File: config.mk
export PLATFORM = sky130hd
export DESIGN_NAME = uart_rx_deframer
export DESIGN_NICKNAME = d
export VERILOG_FILES = /design/src/rtl/uart_rx_deframer.sv
export SDC_FILE = /design/constraint.sdc
export NUM_CORES = 1
export LEC_CHECK = 0
export CAP_MARGIN = 30
export CORE_MARGIN = 3
export CORE_UTILIZATION = 38
export CTS_CLUSTER_DIAMETER = 30
export DETAILED_ROUTE_END_ITERATION = 6
export PLACE_DENSITY = 0.65
export RECOVER_POWER = 50
export SLEW_MARGIN = 20
export SYNTH_ARGS = -nofsm -noshare
export SYNTH_HDL_FRONTEND = slang
export SYNTH_SLANG_ARGS = --single-unit
File: constraint.sdc
create_clock -name Clk -period 2.55 [get_ports Clk]
set_clock_uncertainty 0.1 [all_clocks]
set_input_delay 0.255 -clock Clk [delete_from_list [all_inputs] [get_ports Clk]]
set_output_delay 0.255 -clock Clk [all_outputs]
set_load 0.05 [all_outputs]
File: src/rtl/uart_rx_deframer.sv
`default_nettype none
// ---------------------------------------------------------------------------
// uart_rx_deframer: UART receive front end, mid-bit sampling, raw parity out.
// Revision: 1.0
// ---------------------------------------------------------------------------
module uart_rx_deframer #(
  parameter int CLKS_PER_BIT = 16,
  parameter int PARITY_EN    = 1
) (
  input  logic       Clk,
  input  logic       reset,
  input  logic       rx_serial_in,
  output logic [7:0] SIPO_data_out,
  output logic       parity_bit_out,
  output logic       paritybit_check_enable_out,
  output logic       frame_valid_out,
  output logic       framing_error_out,
  output logic       rx_busy_out
);

  localparam logic [15:0] BIT_LAST  = 16'(CLKS_PER_BIT - 1);
  localparam logic [15:0] HALF_LAST = 16'(CLKS_PER_BIT / 2 - 1);

  typedef enum logic [2:0] {
    IDLE      = 3'd0,
    START     = 3'd1,
    DATA      = 3'd2,
    PARITY    = 3'd3,
    STOP      = 3'd4,
    WAIT_IDLE = 3'd5
  } state_t;

  state_t      state, state_nxt;
  logic        sync1, sync2;
  logic [15:0] clk_cnt;
  logic [2:0]  bit_idx;
  logic [7:0]  shift_reg;
  logic        par_reg;
  logic        strobe_second;

  logic rx_s;
  logic cnt_run, cnt_clr, idx_clr, idx_inc, shift_en, par_en, good_frame, bad_frame;
  logic bit_done, half_done;

  assign rx_s        = sync2;
  assign bit_done    = (clk_cnt == BIT_LAST);
  assign half_done   = (clk_cnt == HALF_LAST);
  assign rx_busy_out = (state != IDLE);

  always_ff @(posedge Clk or posedge reset) begin
    if (reset) state <= IDLE;
    else       state <= state_nxt;
  end

  always_comb begin
    state_nxt  = state;
    cnt_run    = 1'b0;
    cnt_clr    = 1'b0;
    idx_clr    = 1'b0;
    idx_inc    = 1'b0;
    shift_en   = 1'b0;
    par_en     = 1'b0;
    good_frame = 1'b0;
    bad_frame  = 1'b0;
    case (state)
      IDLE: begin
        if (!rx_s) state_nxt = START;
      end
      START: begin
        cnt_run = 1'b1;
        if (half_done) begin
          idx_clr   = 1'b1;
          state_nxt = rx_s ? IDLE : DATA;
        end
      end
      DATA: begin
        cnt_run = 1'b1;
        if (bit_done) begin
          shift_en = 1'b1;
          cnt_clr  = 1'b1;
          if (bit_idx == 3'd7) state_nxt = (PARITY_EN != 0) ? PARITY : STOP;
          else                 idx_inc   = 1'b1;
        end
      end
      PARITY: begin
        cnt_run = 1'b1;
        if (bit_done) begin
          par_en    = 1'b1;
          state_nxt = STOP;
        end
      end
      STOP: begin
        cnt_run = 1'b1;
        if (bit_done) begin
          if (rx_s) begin
            good_frame = 1'b1;
            state_nxt  = IDLE;
          end else begin
            bad_frame = 1'b1;
            state_nxt = WAIT_IDLE;
          end
        end
      end
      WAIT_IDLE: begin
        if (rx_s) state_nxt = IDLE;
      end
      default: state_nxt = IDLE;
    endcase
  end

  always_ff @(posedge Clk or posedge reset) begin
    if (reset) begin
      sync1                      <= 1'b1;
      sync2                      <= 1'b1;
      clk_cnt                    <= 16'd0;
      bit_idx                    <= 3'd0;
      shift_reg                  <= 8'd0;
      par_reg                    <= 1'b0;
      SIPO_data_out              <= 8'd0;
      parity_bit_out             <= 1'b0;
      frame_valid_out            <= 1'b0;
      framing_error_out          <= 1'b0;
      paritybit_check_enable_out <= 1'b0;
      strobe_second              <= 1'b0;
    end else begin
      sync1 <= rx_serial_in;
      sync2 <= sync1;

      if (!cnt_run || cnt_clr || (state_nxt != state)) clk_cnt <= 16'd0;
      else                                             clk_cnt <= clk_cnt + 16'd1;

      if (idx_clr)      bit_idx <= 3'd0;
      else if (idx_inc) bit_idx <= bit_idx + 3'd1;

      if (shift_en) shift_reg <= {rx_s, shift_reg[7:1]};
      if (par_en)   par_reg   <= rx_s;

      frame_valid_out   <= good_frame;
      framing_error_out <= bad_frame;

      // Strobe is two cycles long; the second cycle comes from strobe_second.
      if (good_frame) begin
        SIPO_data_out              <= shift_reg;
        parity_bit_out             <= par_reg;
        paritybit_check_enable_out <= 1'b1;
        strobe_second              <= 1'b1;
      end else begin
        paritybit_check_enable_out <= strobe_second;
        strobe_second              <= 1'b0;
      end
    end
  end

endmodule
`default_nettype wire

# After elaboration in Yosys (flattened, before gate mapping)

Cells that the tools add are included.

Reduce and logical (&&, ||, !) cells: 7
Eq/ne operators: 9
$lt $le $gt $ge: 0
Shift-type cells: 0
Div/mod/pow operators: 0
Add/subtract/negate cells: 2
Multipliers: 0
Bitwise logic cells: 0
Mux-type cells: 30

Operators with widths:

| cell                                           | count |
|---|---|
| two-way mux 3 bit                              | 10 |
| case mux 3 bit (6 select lines)                | 1 |
| two-way mux 1 bit                              | 17 |
| adder 16 x 1 -> 16 bit, second input constant  | 1 |
| == test 16 x 3 -> 1 bit, second input constant | 1 |
| == test 16 x 4 -> 1 bit, second input constant | 1 |
| two-way mux 16 bit                             | 1 |
| == test 3 bit, second input constant           | 3 |
| == test 3 x 2 -> 1 bit, second input constant  | 2 |
| OR reduction 4 bit                             | 1 |
| adder 3 x 1 -> 3 bit, second input constant    | 1 |
| == test 3 x 1 -> 1 bit, second input constant  | 1 |
| zero test 3 bit                                | 1 |
| != test 3 bit                                  | 1 |
| nonzero test 3 bit                             | 1 |
| logical OR 1 bit                               | 2 |
| two-way mux 2 bit                              | 1 |
| nonzero test 2 bit                             | 1 |
| zero test 1 bit                                | 1 |

Memories: 0
RAM bits: 0
Output and inout port bits: 13
Register bits: 46
Memory bits (read-only): 0
Latch bits: 0

# Logic depth before layout (Yosys ltp)

Gate-level depths: netlist (run 1).

Depth in word-level cells: 7
Depth in mapped cells: 6

# Worst setup path before layout (run 1)

No wires, ideal clock.

Path type: reg2reg
Start: reg clk_cnt[0]
End: reg clk_cnt[0]
Slack: 0.601 ns
Period minus slack after synthesis: 1.949 ns
Data arrival time: 1.695 ns
Library setup time: 0.154 ns
Stages on the path, launching flop included: 7
Cell sequence: dfrtp_1 > ha_1 > nor3b_2 > nand4_2 > buf_2 > a32oi_1 > a221oi_1

Longest elaborated chain between the ends: 6
Elaborated cells between the ends (all ways): 14
Classes of those cells: add/sub (1); eq/ne (3); mux (8); reduce/logical (2)

Ends and longest elaborated chain:

| element                                                                     | line   | text |
|---|---|---|
| start: declaration                                                          | 35     | `logic [15:0] clk_cnt;` |
| start signal: assignment                                                    | 130    | `else clk_cnt <= clk_cnt + 16'd1;` |
| == test 16 x 4 -> 1 bit / == test 16 x 3 -> 1 bit (equally long branches)   | 46, 47 |  |
| two-way mux 3 bit, or another cell as far along                             | 94     | `if (bit_done) begin` |
| case mux 3 bit (6 select lines) / two-way mux 1 bit (equally long branches) | 65     | `case (state)` |
| != test 3 bit / logical OR 1 bit (equally long branches)                    | 129    | `if (!cnt_run \|\| cnt_clr \|\| (state_nxt != state)) clk_cnt <= 16'd0;` |
| logical OR 1 bit                                                            | 129    |  |
| two-way mux 16 bit *                                                        | 129    |  |

Mark *: on every way between the ends. The rest lies on a longest branch, timed or not.
A chain may end at the register's enable or synchronous reset.

# Worst setup path after layout (run 1)

Ends and elaborated chain as after synthesis.

==> flow_summary.yaml, run 1 <==
clock_network:
  cts_tree: "yes"
  ctsHoldBuffers: 0
  cts_max_level: 2
  post_cts_resized: 0
  clk_pin_slew_ps: 90
  numClockSinks: 45
  cts-buffers-inserted: 5
  clock-root-buffer: "clkbuf_8"
  clock_path_buffers: 2
  clock_latency_ps: 300
  postCtsSetupBuffers: 0
layout:
  insertedDiodeCount: 0
  drive_gt1_frac: 0.207
  fin_nets: 208
  area_growth_pct: 15.0
  stdcell_count: 275
  nFillCells: 532
  largest_reg_flops: 16
placed_design:
  gp_congestion: 0.739
  dp_cells: 267
  portBuffers: 15
  hpwlAfterDp_um: 2600
yosys:
  async_flop_share: 1.00
  syn_avg_cell_area_um2: 11.9
  synthSimpleGateAreaFrac: 0.180
  synth_fa_ha_area_frac: 0.0171
  synth_flop_cell: "dfrtp_1"
  synth.area.top_cells: "dfrtp_1, mux2_2, xor2_1"
  yosys_warnings: 0
  synth_top_family_by_area: "simple AND/OR/NAND/NOR gates"
  yosys.area.top_type_share: 0.491
  netlist_top_cells_count: "dfrtp_1, mux2_2, a21oi_1"
  synth_edf_count: 0
  synth_top_area_cell: "dfrtp_1"
  synth.distinct_cells: 40
  syn-cell-area_um2: 2190
  synth_compound_area_frac: 0.120
  synth_most_common_cell: "dfrtp_1"
  ys_ff_latch: 45
  synth_mux_area_frac: 0.0976
  synthXorXnorAreaFrac: 0.0400
  syn_inst: 184
  synth_nets: 190
  ys_seq_area_frac: 0.515
setup_path:
  crit_type: "register to register"
  critPathLaunchType: "register"
  end_kind: "register"
  critPathArrivalTime_ps: 2310
  r2r-start: "clk_cnt[0]"
  reg2reg_depth: 5
  r2r_setup_slack_ps: 290
  path_max_fanout: 9
  reg2reg_to: "clk_cnt[0]"
  worstPathRequired_ps: 2600
power_and_ir_drop:
  vdd_drop_max_uv: 295
  power.density_nw_per_um2: 533
  p_leak_nw: 1.12
timing:
  worstMarginPinSlew_ps: 1130
  period_share: 0.888
  fin_crit_ps: 2260
  drv_slew: 0
  max_freq_mhz: 442
  timing.setup.tns_ps: 0
  setup-violations-final: 0
  slew-limit-headroom: 0.248
  rsz0062_at_grt: "no"
  hold_viol_final: 0
route:
  route.detailed.drc: 0
  detail-route-antenna-nets: 0
  vias_per_cell: 5.49
  vias: 1510
  drtIter0Drc: 97
  routed_wl_um: 3830
  firstDrtPassIters: 4
  route.detailed.wl_per_inst_um: 13.9
global_route:
  grt_start_max_net_pins: 26
  grt_overflow: 0
  antenna_found_initial: 0
  grt_pass1_vias: 1475
  globalRouteTotalUtil: 0.130
  grt_pass1_wl_um: 6790
min_path:
  hold_depth: 0
  hold_path.class: "register to register"
  min_to: "rx_s"
  hp-start: "sync1"
die:
  dieArea_um2: 6720
  rows: 27
  die_y_um: 82.0
  ios: 16
  core_um2: 5540
  die_w_um: 82.0
  initial_core_util: 0.396
status:
  status: "complete, no violations"
flow_run:
  maxCapViolCount: 0
[worst max path at each step]
stage / from / endpoint / slack, ps / depth (start not counted)
after global placement: clk_cnt[0] / clk_cnt[1] / 360 / 5
after detailed placement: clk_cnt[0] / clk_cnt[0] / 290 / 5
after global routing: clk_cnt[0] / clk_cnt[4] / 40 / 5
after floorplan: clk_cnt[0] / clk_cnt[0] / 600 / 6
after CTS: clk_cnt[0] / clk_cnt[0] / 270 / 5
final: clk_cnt[0] / clk_cnt[0] / 290 / 5
[worst max-delay path, cell delays in order (launching register included)]
cell and delay, ps:
dfrtp_1 380, ha_1 300, nor3b_2 320, nand4_2 310
o31ai_1 550, a221oi_1 160
[where the power goes]
part	internal, W	switching (W)	leakage (nW)
Sequential	0.000733	0.0000281	0.615
Combinational	0.0000503	0.0000844	0.456
Clock	0.000198	0.000249	0.0447
[routing by layer]
layer,GRT usage,vias up,part of all wire
li1,-,730,-
met1,0.173,742,0.47
met2,0.204,34,0.48
met3,0.0351,4,0.042
met4,0.0465,0,0.0081
met5,0,-,0
[placed cells by master, fill, tap and decap left out, drive strengths merged, types with 2 or more instances in the layout]
cell / count
a21oi: 13
a221oi: 4
a22oi: 6
and2: 2
and4: 3
buf: 4
clkbuf: 5
clkdlybuf4s50: 9
dfrtp: 43
dfstp: 2
dlygate4sd3: 6
ha: 3
inv: 6
mux2: 19
nand2: 5
nand2b: 3
nand3: 9
nand4: 9
nor2: 3
nor2b: 2
nor4: 3
nor4b: 4
o21ai: 6
o31ai: 5
or3: 7
xnor2: 2
xor2: 8
[per-stage QoR]
| stage | hold slack, ps | power, W | cell area (µm²) | util | setup WS [ps] |
|---|---|---|---|---|---|
| final | 259 | 0.00134 | 2520 | 0.455 | 286 |
| after global routing | 264 | 0.00142 | 2520 | 0.455 | 36.9 |
| after CTS | 175 | 0.00137 | 2530 | 0.456 | 265 |
| after detailed placement | 247 | 0.000915 | 2430 | 0.439 | 290 |
| after global placement | 246 | 0.000912 | 2430 | 0.439 | 357 |
| after floorplan | 159 | 0.000873 | 2190 | - | 601 |
[final cells by class]
type                    count  area [µm²]  share of cell area
clock buffers               5        68.8              0.0273
flip-flops and latches     45        1130               0.448
clock inverters             3        25.0             0.00993
repair buffers             20         193              0.0765
multi-input cells         125         996               0.395
well taps                  72        90.1              0.0357
inverters                   5        18.8             0.00745
[cell families (layout without fill, tap and decap cells)]
logic type                 Yosys count  count (layout)
xor gates and xnor gates            10              10
DFF                                 45              45
adders and majority gates            3               3
buffers and inverters               14              33
and+or+nand+nor                     55              55
muxes                               19              19
AOI/OAI and AO/OA                   38              38
Power figures use the tool's default switching activity.
==> run 2: changes to the inputs <==
--- a/config.mk
+++ b/config.mk
@@ -5,6 +5,7 @@
 export SDC_FILE = /design/constraint.sdc
 export NUM_CORES = 1
 export LEC_CHECK = 0
+export ABC_AREA = 1
 export CAP_MARGIN = 30
 export CORE_MARGIN = 3
 export CORE_UTILIZATION = 38
==> flow_summary.yaml, run 2 <==
clock_network:
  clock_path_buffers: 2
  cts_tree: "yes"
  clk_pin_slew_ps: 80
  cts-buffers-inserted: 5
  clock-root-buffer: "clkbuf_8"
  numClockSinks: 45
  clock_latency_ps: 300
  cts_max_level: 2
yosys:
  syn_inst: 243
  ys_seq_area_frac: 0.498
  synth.area.top_cells: "dfrtp_1, nand2_1, inv_1"
  synth_top_family_by_area: "simple AND/OR/NAND/NOR gates"
  synth_edf_count: 0
  syn-cell-area_um2: 2270
  netlist_top_cells_count: "dfrtp_1, nand2_1, inv_1"
  synth_most_common_cell: "dfrtp_1"
  synth_mux_area_frac: 0
  synthSimpleGateAreaFrac: 0.305
  synth_nets: 249
  synth_top_area_cell: "dfrtp_1"
  synth.distinct_cells: 31
  yosys.area.top_type_share: 0.475
  ys_ff_latch: 45
  synth_compound_area_frac: 0.0563
  synthXorXnorAreaFrac: 0.0541
  async_flop_share: 1.00
  synth_fa_ha_area_frac: 0.0166
  syn_avg_cell_area_um2: 9.33
  yosys_warnings: 0
  synth_flop_cell: "dfrtp_1"
timing:
  setup-violations-final: 0
  worstMarginPinSlew_ps: 965
  drv_slew: 0
  period_share: 0.883
  hold_viol_final: 0
  slew-limit-headroom: 0.356
  fin_crit_ps: 2250
  rsz0062_at_grt: "no"
  max_freq_mhz: 444
  timing.setup.tns_ps: 0
layout:
  fin_nets: 267
  final_common_cell: "dfrtp_1"
  area_growth_pct: 15.0
  final_util: 0.462
  largest_reg_flops: 16
  nFillCells: 542
  multi_input_area_um2: 980
  insertedDiodeCount: 0
  drive_gt1_frac: 0.141
  regArea_um2: 1130
  final_cell_mix: "dfrtp_1, nand2_1, inv_1"
  final_cell_area_um2: 2610
global_route:
  grt_busiest_layer: "met2"
  grt_start_max_net_pins: 25
  globalRouteTotalUtil: 0.124
  antenna_found_initial: 0
  use_met1: 0.167
  use_met2: 0.190
  grt_pass1_wl_um: 7000
  grt_pass1_vias: 1506
  grt_overflow: 0
  grt.met3_usage: 0.0268
min_path:
  min_to: "rx_s"
  hold_path.class: "register to register"
  hold_depth: 0
  hp-start: "sync1"
status:
  status: "complete, no violations"
placed_design:
  gp_congestion: 0.904
  portBuffers: 15
  placed_cell_area_um2: 2490
  hpwlAfterDp_um: 2880
die:
  die_w_um: 83.2
  die_y_um: 83.2
  ios: 16
  rows: 27
  dieArea_um2: 6930
  core_um2: 5640
  initial_core_util: 0.402
route:
  drtIter0Drc: 71
  vias_per_cell: 4.84
  routed_wl_um: 3990
  detail-route-antenna-nets: 0
  route.detailed.drc: 0
  route.detailed.wl_per_inst_um: 12.0
  vias: 1618
  firstDrtPassIters: 4
setup_path:
  crit_type: "register to register"
  slowest_stage: "dfrtp_1"
  end_kind: "register"
  path_max_fanout: 18
  reg2reg_to: "clk_cnt[3]"
  path_cells: "ha_1 -> nand3_1 -> nor2_4 -> nand2_4 -> nor2_8 -> nand2_1 -> nand4_1 -> nand2_4 -> nor3_1"
  r2r_setup_slack_ps: 300
  critPathArrivalTime_ps: 2370
  r2r-start: "clk_cnt[0]"
  critPathMostFrequentCell: "nand2_4"
  reg2reg_depth: 9
  max_stage_delay_ps: 410
  critPathLaunchType: "register"
  worstPathRequired_ps: 2670
power_and_ir_drop:
  p_leak_nw: 1.11
  power.density_nw_per_um2: 692
  vdd_drop_max_uv: 304
  power_w: 0.00181
flow_run:
  maxCapViolCount: 0
==> run 2: kinds of logic (layout without fill, tap and decap cells) <==
group                      count (synthesis)  after routing
AOI/OAI and AO/OA                         24             24
adders and majority gates                  3              3
xor gates and xnor gates                  14             14
and+or+nand+nor                          119            119
DFF                                       45             45
buffers and inverters                     38             57
==> run 2: worst max path at each step <==
stage	start	endpoint	depth (start not counted)
after floorplan	state[1]	clk_cnt[10]	11
after global placement	clk_cnt[0]	clk_cnt[0]	9
after detailed placement	clk_cnt[0]	clk_cnt[15]	9
after CTS	clk_cnt[0]	clk_cnt[3]	9
after global routing	clk_cnt[0]	clk_cnt[15]	9
final	clk_cnt[0]	clk_cnt[3]	9
==> run 2: cell type report <==
type,count,share of cell area
repair buffers,16,0.0653
clock inverters,3,0.0178
inverters,33,0.0475
flip-flops and latches,45,0.433
well taps,72,0.0345
multi-input cells,160,0.376
clock buffers,5,0.0264
==> run 2: worst max-delay path: cells and delay by family, from the launching register on <==
family,cells,cell delay [ps]
fa+ha+maj,1,240
flops,1,410
simple gates,8,1400
==> run 2: per-stage QoR <==
step | worst slack, ps | cells | hold WS, ps
floorplan | 574 | 243 | 159
global placement | 264 | 326 | 246
detailed placement | 166 | 326 | 247
CTS | 139 | 334 | 221
global route | 68.2 | 334 | 270
finish | 300 | 334 | 259
==> run 2: timing repair <==
| action | CTS | global route |
|---|---|---|
| resized for setup | 0 | 1 |
| hold buffers | 0 | 0 |
| setup buffers | 0 | 0 |
| setup endpoints to repair | 0 | 10 |
==> run 2: routing by layer <==
metal / share of wire / wire [µm] / vias up
met5: 0 / 0 / -
met4: 0.018 / 72 / 0
met3: 0.029 / 115 / 7
met2: 0.45 / 1790 / 24
met1: 0.51 / 2020 / 756
li1: - / - / 831
==> run 2: power by group <==
part,internal (W),switching (W)
sequential,0.000744,0.0000381
combinational,0.000126,0.000351
clock,0.000293,0.000252
total,0.00116,0.000641
==> run 3: changes to the inputs <==
--- a/config.mk
+++ b/config.mk
@@ -7,13 +7,12 @@
 export LEC_CHECK = 0
 export ABC_AREA = 1
 export CAP_MARGIN = 30
-export CORE_MARGIN = 3
+export CORE_MARGIN = 4
 export CORE_UTILIZATION = 38
 export CTS_CLUSTER_DIAMETER = 30
 export DETAILED_ROUTE_END_ITERATION = 6
 export PLACE_DENSITY = 0.65
 export RECOVER_POWER = 50
-export SLEW_MARGIN = 20
 export SYNTH_ARGS = -nofsm -noshare
 export SYNTH_HDL_FRONTEND = slang
 export SYNTH_SLANG_ARGS = --single-unit
==> flow_summary.yaml, run 3 (synthesis gave the netlist of run 2 again) <==
route:
  firstDrtPassIters: 4
  drtIter0Drc: 85
  routed_wl_um: 3980
  route.detailed.drc: 0
  vias_per_cell: 4.75
  detail-route-antenna-nets: 0
  route.detailed.wl_per_inst_um: 11.9
  vias: 1585
layout:
  final_common_cell: "dfrtp_1"
  area_growth_pct: 14.3
  final_cell_mix: "dfrtp_1, nand2_1, inv_1"
  insertedDiodeCount: 0
  drive_gt1_frac: 0.145
  final_util: 0.459
  fin_nets: 267
  largest_reg_flops: 16
global_route:
  grt_pass1_wl_um: 6960
  antenna_found_initial: 0
  grt_pass1_vias: 1509
  globalRouteTotalUtil: 0.120
  grt_overflow: 0
  grt_start_max_net_pins: 24
timing:
  slew-limit-headroom: 0.387
  drv_slew: 0
  period_share: 0.856
  timing.setup.tns_ps: 0
  fin_crit_ps: 2180
  hold_viol_final: 0
  setup-violations-final: 0
  worstMarginPinSlew_ps: 918
  max_freq_mhz: 458
  rsz0062_at_grt: "no"
placed_design:
  hpwlAfterDp_um: 2960
  gp_congestion: 0.852
  portBuffers: 15
setup_path:
  critPathLaunchType: "register"
  end_kind: "register"
  worstPathRequired_ps: 2670
  crit_type: "register to register"
  path_max_fanout: 18
  critPathArrivalTime_ps: 2300
clock_network:
  clock_path_buffers: 2
  clk_pin_slew_ps: 90
  numClockSinks: 45
  clock-root-buffer: "clkbuf_8"
  clock_latency_ps: 300
  cts-buffers-inserted: 5
  cts_max_level: 2
  postCtsSetupBuffers: 0
  cts_tree: "yes"
die:
  initial_core_util: 0.402
  die_w_um: 85.2
  core_um2: 5640
  rows: 27
  ios: 16
  die_y_um: 85.2
  dieArea_um2: 7270
power_and_ir_drop:
  p_leak_nw: 1.10
  power.density_nw_per_um2: 663
  vdd_drop_max_uv: 322
min_path:
  hold_path.class: "register to register"
status:
  status: "complete, no violations"
flow_run:
  maxCapViolCount: 0
[run 3: cell types whose count changed in the layout (fill, tap and decap cells not counted)]
cell	change
bufinv_16	-1
nand3_2	+1
nand3_1	-1
inv_6	+2
clkinv_4	-1
[run 3: path summary, 6_finish.rpt]
path / start / end / slack (ps) / depth (start not counted)
min reg2reg: sync1 / rx_s / 260 / 0
min in group asynchronous: reset / par_reg / 490 / 2
max reg2reg: clk_cnt[0] / clk_cnt[0] / 370 / 9
max: clk_cnt[0] / clk_cnt[0] / 370 / 9
min: sync1 / rx_s / 260 / 0
max in group asynchronous: reset / rx_s / 1160 / 3
[run 3: metal layers]
metal | share of wire | global-route usage
met3 | 0.024 | 0.0262
met2 | 0.47 | 0.191
met1 | 0.48 | 0.154
met5 | 0 | 0
met4 | 0.023 | 0.0604
[run 3: stage by stage]
| stage | instance area (µm²) | cells | power, W | setup WS [ps] | hold WS (ps) |
|---|---|---|---|---|---|
| 2_1_floorplan | 2270 | 243 | 0.00122 | 574 | 159 |
| 5_1_grt | 2590 | 334 | 0.00184 | 121 | 261 |
| 3_5_place_dp | 2490 | 326 | 0.00127 | 181 | 247 |
| 3_3_place_gp | 2490 | 326 | 0.00127 | 273 | 246 |
| 6_report | 2590 | 334 | 0.00172 | 367 | 259 |
| 4_1_cts | 2580 | 334 | 0.00174 | 171 | 217 |
[run 3: repair_timing]
action	in CTS	in global routing
setup endpoints to repair	0	5
hold buffers	0	0
gates resized for setup	0	1
hold endpoints to repair	0	0
[run 3: critical path, stage by stage, from the launching register on]
cell	delay [ps]
dfrtp_1	420
ha_1	260
nand3_2	160
nor2_4	190
nand2_4	110
nor2_8	210
nand2_1	140
nand4_1	160
nand2_4	170
nor3_1	170
[run 3: power breakdown]
part	internal (W)	switching, W	total (W)
combinational	0.000126	0.000347	0.000473
clock	0.000200	0.000263	0.000463
sequential	0.000744	0.0000382	0.000782
total	0.00107	0.000649	0.00172
[run 3: cell type report]
type	instances	area [µm²]
Clock buffer	5	68.8
Timing Repair Buffer	16	170
Inverter	33	124
Fill cell	541	3050
Clock inverter	3	25.0
Multi-Input combinational cell	160	985
Tap cell	72	90.1
Sequential cell	45	1130
